File: src/rtl/instr_sequencer.sv
// -----------------------------------------------------------------------------
// instr_sequencer
//   Issues the (opcode, imm) instruction stream for the per-neuron controller.
//   A host loads a small program RAM through a write port while the sequencer
//   is not busy; a start pulse then steps the PC through the program, one
//   instruction per cycle. MACC-feed (M) words wait until either data FIFO is
//   non-empty, and the run ends on a halt (F) word or after the last RAM word.
//
// Ports
//   clk, rst_n         clock, asynchronous active-low reset
//   prog_we/addr/data  program RAM write port (data: [17:16] opcode, [15:0] imm)
//   start              1-cycle pulse, run from address 0 (ignored unless IDLE)
//   input_fifo_empty   input FIFO empty flag
//   work_fifo_empty    work FIFO empty flag
//   opcode, imm        registered issued instruction (bubble = 11 / 0)
//   busy               high in RUN and STALL
//   done               registered 1-cycle pulse when the program halts
//   pc                 current fetch address (debug)
// -----------------------------------------------------------------------------
module instr_sequencer #(
    parameter int DEPTH  = 32,
    parameter int ADDR_W = 5
) (
    input  logic              clk,
    input  logic              rst_n,
    input  logic              prog_we,
    input  logic [ADDR_W-1:0] prog_addr,
    input  logic [17:0]       prog_data,
    input  logic              start,
    input  logic              input_fifo_empty,
    input  logic              work_fifo_empty,
    output logic [1:0]        opcode,
    output logic [15:0]       imm,
    output logic              busy,
    output logic              done,
    output logic [ADDR_W-1:0] pc
);

    localparam logic [1:0] S_IDLE  = 2'd0;
    localparam logic [1:0] S_RUN   = 2'd1;
    localparam logic [1:0] S_STALL = 2'd2;
    localparam logic [1:0] S_DONE  = 2'd3;

    localparam logic [1:0] OP_M = 2'b01;
    localparam logic [1:0] OP_F = 2'b11;

    logic [17:0]       r_mem [DEPTH];
    logic [1:0]        r_state;
    logic [ADDR_W-1:0] r_pc;
    logic [1:0]        r_op;
    logic [15:0]       r_imm;
    logic              r_done;

    logic [17:0]       w_word;
    logic              w_fifo_dry;
    logic              w_issue;
    logic [1:0]        w_state_nxt;
    logic [ADDR_W-1:0] w_pc_nxt;
    logic [1:0]        w_op_nxt;
    logic [15:0]       w_imm_nxt;
    logic              w_done_nxt;

    assign w_word     = r_mem[r_pc];
    assign w_fifo_dry = input_fifo_empty & work_fifo_empty;
    assign busy       = (r_state == S_RUN) || (r_state == S_STALL);

    // Writes are dropped while a program is running so the stream never
    // changes under the PC.
    always_ff @(posedge clk) begin
        if (prog_we && !busy)
            r_mem[prog_addr] <= prog_data;
    end

    // w_issue: forward the fetched word this cycle. In STALL the held word is
    // always an M, so only the FIFO flags matter.
    always_comb begin
        w_issue = 1'b0;
        case (r_state)
            S_RUN:   w_issue = (w_word[17:16] != OP_F) &&
                               !((w_word[17:16] == OP_M) && w_fifo_dry);
            S_STALL: w_issue = !w_fifo_dry;
            default: w_issue = 1'b0;
        endcase
    end

    always_comb begin
        w_state_nxt = r_state;
        w_pc_nxt    = r_pc;
        w_op_nxt    = OP_F;     // bubble unless something is issued
        w_imm_nxt   = '0;
        w_done_nxt  = 1'b0;
        case (r_state)
            S_IDLE: begin
                if (start) begin
                    w_pc_nxt    = '0;
                    w_state_nxt = S_RUN;
                end
            end
            S_RUN, S_STALL: begin
                if (w_issue) begin
                    w_op_nxt  = w_word[17:16];
                    w_imm_nxt = w_word[15:0];
                    // Running off the end of the RAM halts like an F word,
                    // with the PC parked on the last address.
                    if (r_pc == ADDR_W'(DEPTH - 1)) begin
                        w_done_nxt  = 1'b1;
                        w_state_nxt = S_DONE;
                    end else begin
                        w_pc_nxt    = r_pc + ADDR_W'(1);
                        w_state_nxt = S_RUN;
                    end
                end else if (r_state == S_RUN && w_word[17:16] == OP_F) begin
                    w_done_nxt  = 1'b1;
                    w_state_nxt = S_DONE;
                end else begin
                    w_state_nxt = S_STALL;
                end
            end
            default: w_state_nxt = S_IDLE;  // DONE lasts one cycle
        endcase
    end

    always_ff @(posedge clk or negedge rst_n) begin
        if (!rst_n) begin
            r_state <= S_IDLE;
            r_pc    <= '0;
            r_op    <= OP_F;
            r_imm   <= '0;
            r_done  <= 1'b0;
        end else begin
            r_state <= w_state_nxt;
            r_pc    <= w_pc_nxt;
            r_op    <= w_op_nxt;
            r_imm   <= w_imm_nxt;
            r_done  <= w_done_nxt;
        end
    end

    assign opcode = r_op;
    assign imm    = r_imm;
    assign done   = r_done;
    assign pc     = r_pc;

endmodule
File: config.mk
export PLATFORM = sky130hd
export DESIGN_NAME = instr_sequencer
export DESIGN_NICKNAME = d
export VERILOG_FILES = /design/src/rtl/instr_sequencer.sv
export SDC_FILE = /design/constraint.sdc
export NUM_CORES = 1
export LEC_CHECK = 0
export BUFFER_PORTS_ARGS = -buffer_cell sky130_fd_sc_hd__buf_2
export CAP_MARGIN = 20
export CELL_PAD_IN_SITES_DETAIL_PLACEMENT = 1
export CELL_PAD_IN_SITES_GLOBAL_PLACEMENT = 1
export CORE_ASPECT_RATIO = 0.5
export CORE_UTILIZATION = 40
export CTS_BUF_LIST = sky130_fd_sc_hd__clkbuf_4
export DETAILED_ROUTE_END_ITERATION = 16
export PLACE_DENSITY = 0.68
export SLEW_MARGIN = 20
export SYNTH_ARGS = -nofsm -noshare
export SYNTH_HDL_FRONTEND = slang
export SYNTH_SLANG_ARGS = --single-unit
export TNS_END_PERCENT = 20
File: constraint.sdc
create_clock -name clk -period 5.95 [get_ports clk]
set_input_delay 0.2975 -clock clk [delete_from_list [all_inputs] [get_ports clk]]
set_output_delay 0.2975 -clock clk [all_outputs]
set_load 0.01 [all_outputs]
==> flow_summary_export.csv <==
group,metric,value,unit
grt,grt_max_degree,61,
worst_setup_path,setup.worst_path.end_class,"flop",
timing,setup_tns,0,ns
placement,dp_cells,1774,
clock_tree,ctsResizeCount,0,
synth,synth-simple-area-share,1.99,%
detailed_routing,ant_nets,0,
synth,netlist-cell-type-count,36,
placement,portBuffers,53,
clock_tree,cts_tree,"yes",
final_layout,layoutNonFillerInstCount,2051,
hold_path,min_path_cells,3,
worst_setup_path,arrival,4.07,ns
timing,drv_slew,0,
grt,first_global_vias,12000,
floorplan,boundaryPins,54,
worst_setup_path,path_depth,8,
floorplan,dieHeight,172,µm
grt,grt_pass1_wl,82800,µm
synth,synth-edff-count,576,
synth,synthFlopType,"edfxtp_1",
timing,rsz0062_at_grt,"false",
placement,hpwlAfterDp,31400,µm
synth,yosys_register_bits,602,
worst_setup_path,critPathBufInv,2,
final_layout,drive_gt1_share,41.8,%
timing,fin_crit_sh,57.3,%
grt,grt_util_all_layers,20.1,%
floorplan,rows,61,
clock_tree,clk_latency,0.84,ns
worst_setup_path,cp_max_fo,49,
grt,grt_antenna_before_repair,5,
timing,slew_headroom,33.0,%
synth,synthCells,975,
hold_path,hold_path_class,"primary input to flop",
synth,synth_xor_area_share,0,%
worst_setup_path,rr_worst_depth,8,
flow_run,cap_violations,0,
final_layout,finalNetCount,1219,
timing,final.setup_skew,0.0562,ns
detailed_routing,num_vias,11400,
synth,synthArstFlopShare,4.32,%
placement,place.gp.congestion,0.738,
synth,syn_area,23100,µm²
floorplan,design.core.area,56300,µm²
synth,synth_adder_area_share,0.325,%
worst_setup_path,slowest_stage,"dfrtp_4",
worst_setup_path,cp-start-kind,"flop",
clock_tree,clkTransAtPathRegs,0.08,ns
power_and_ir_drop,ir_drop,0.171,mV
worst_setup_path,max_stage_delay,0.83,ns
power_and_ir_drop,leakagePower,0.00839,µW
worst_setup_path,crit_family,"buffers and inverters",
detailed_routing,firstDrtPassIters,5,
timing,setup_viol,0,
worst_setup_path,crit_path_cell_trace,"buf_4, mux2i_1, mux2i_1, mux2i_2, a221oi_4, nand2b_1, buf_4, nor2_1",
power_and_ir_drop,powerDensity,383,nW/µm²
timing,fin_crit,3.41,ns
synth,synth_mux_area_share,18.3,%
worst_setup_path,regToRegSetupSlack,2.54,ns
synth,avgSynthCellArea,23.7,µm²
worst_setup_path,criticalPathCategory,"flop to flop",
timing,finalHoldViolCount,0,
floorplan,start_util,41.0,%
final_layout,fin_util,47.4,%
synth,yosysWarningCount,0,
grt,overflow,0,
worst_setup_path,critPathRequiredTime,6.61,ns
clock_tree,cts_root_buf,"clkbuf_4",
floorplan,die_width,342,µm
clock_tree,clock_path_buffers,3,
clock_tree,numCtsBuffers,139,
detailed_routing,routed_via_density,5.55,
timing,max_freq,0.293,GHz
detailed_routing,drt_iter0_markers,1140,
floorplan,dieArea,58700,µm²
synth,ys_seq_area_share,77.8,%
timing,worst_pin_slew,1.00,ns
clock_tree,cts.sinks,602,
status,status,"complete, no violations",
detailed_routing,remaining_drc_errors,0,
clock_tree,cts.htree.levels,4,
synth,synth_top_family_by_area,"multiplexers",
detailed_routing,wl,58400,µm
final_layout,area_growth,15.5,%
synth,synth_compound_area_share,0.559,%
synth,synthesis.nets,1010,
detailed_routing,post_drt_wl_per_cell,28.5,µm
==> path summary, 6_finish.rpt <==
path | from | endpoint
setup / recovery | pc[1] | imm[1]
hold / removal | prog_addr[3] | r_mem[15][17]
setup reg to reg | pc[1] | imm[1]
hold reg to reg | r_state[1] | r_state[1]
max in group asynchronous | rst_n | pc[1]
min in group asynchronous | rst_n | imm[4]
==> per-layer routing <==
| layer | up-vias | global-route usage, % | share of wire, % |
|---|---|---|---|
| met5 | - | 0 | 0 |
| met4 | 0 | 5.36 | 1.4 |
| met3 | 64 | 4.82 | 8.3 |
| met2 | 527 | 32.3 | 48 |
| met1 | 6157 | 27.7 | 42 |
| li1 | 4637 | - | - |
==> cell usage in the layout, fill, tap and decap left out, types with 2 or more instances in the layout <==
cell type | netlist | final
a21boi_0 | 2 | 2
a21oi_1 | 3 | 3
buf_2 | 15 | 53
buf_4 | 1 | 38
bufinv_16 | 0 | 6
clkbuf_4 | 0 | 211
clkinv_1 | 0 | 24
clkinv_2 | 0 | 3
clkinvlp_4 | 0 | 3
dfrtp_1 | 24 | 20
dfrtp_4 | 0 | 3
dfstp_2 | 2 | 2
diode_2 | 0 | 2
dlygate4sd3_1 | 0 | 23
edfxtp_1 | 576 | 576
ha_1 | 6 | 6
inv_1 | 2 | 2
inv_2 | 0 | 2
mux2i_1 | 24 | 24
mux4_2 | 176 | 176
nand2_1 | 10 | 10
nand2b_1 | 6 | 6
nand3_1 | 6 | 6
nand3b_1 | 4 | 4
nand4_1 | 2 | 2
nand4b_1 | 2 | 2
nor2_1 | 54 | 22
nor2_2 | 0 | 32
nor2b_1 | 3 | 3
o211ai_1 | 3 | 3
o21ai_0 | 4 | 4
or3_1 | 4 | 4
or3b_2 | 3 | 3
==> repair_timing <==
item | 4_1_cts | 5_1_grt
hold endpoints to repair | 606 | 0
setup buffers | 0 | 0
hold buffers | 23 | 0
endpoints found under the setup margin | 0 | 0
==> kinds of logic after synthesis <==
family                   count (synthesis)
AO/OA/AOI/OAI                           17
multiplexers                           202
flip-flops                             602
buffers and inverters                   51
AND/OR/NAND/NOR                         97
adder cells (fa/ha/maj)                  6
==> metrics by stage <==
stage	instance area (µm²)	setup slack (ns)	hold WS (ns)	total power (µW)
final	26600	2.54	0.137	10200
after detailed placement	24400	2.22	0.501	6750
after global routing	26600	2.33	0.0849	10600
after global placement	24400	2.26	0.513	6700
after CTS	26600	2.18	0.0515	10300
after floorplan	23100	3.17	0.00191	6210
==> report_power, final <==
group / leakage (µW) / switching [µW] / total (µW) / internal [µW]
Clock: 0.00112 / 1640 / 3520 / 1890
Combinational: 0.00175 / 889 / 1780 / 892
Sequential: 0.00552 / 137 / 4890 / 4760
==> state kept, by name, indices dropped and copies added (netlist names) <==
name and cells:
imm 16, r_state 2, done 1, r_mem 576, opcode 2, pc 5
==> Yosys cell counts (4+ instances only) <==
cell type	count	area, µm²
buf_1	16	60.1
buf_2	15	75.1
clkbuf_1	15	56.3
dfrtp_1	24	601
edfxtp_1	576	17300
ha_1	6	75.1
mux2i_1	24	240
mux4_2	176	3960
nand2_1	10	37.5
nand2b_1	6	37.5
nand3_1	6	30.0
nand3b_1	4	30.0
nor2_1	54	203
o21ai_0	4	20.0
or3_1	4	25.0
==> layout make-up <==
type / instances / area, µm²
Fill cell: 5167 / 29600
Sequential cell: 602 / 18000
Multi-Input combinational cell: 322 / 4970
Clock buffer: 211 / 1580
Tap cell: 756 / 946
Timing Repair Buffer: 117 / 840
Clock inverter: 39 / 324
Inverter: 2 / 7.51
Antenna cell: 2 / 5.00
==> worst register-to-register path, stage by stage (launching register included) <==
cell	delay, ns
dfrtp_4	0.83
buf_4	0.75
mux2i_1	0.18
mux2i_1	0.18
mux2i_2	0.15
a221oi_4	0.51
nand2b_1	0.17
buf_4	0.39
nor2_1	0.12
Note: power is estimated with default switching activity, not from simulation.
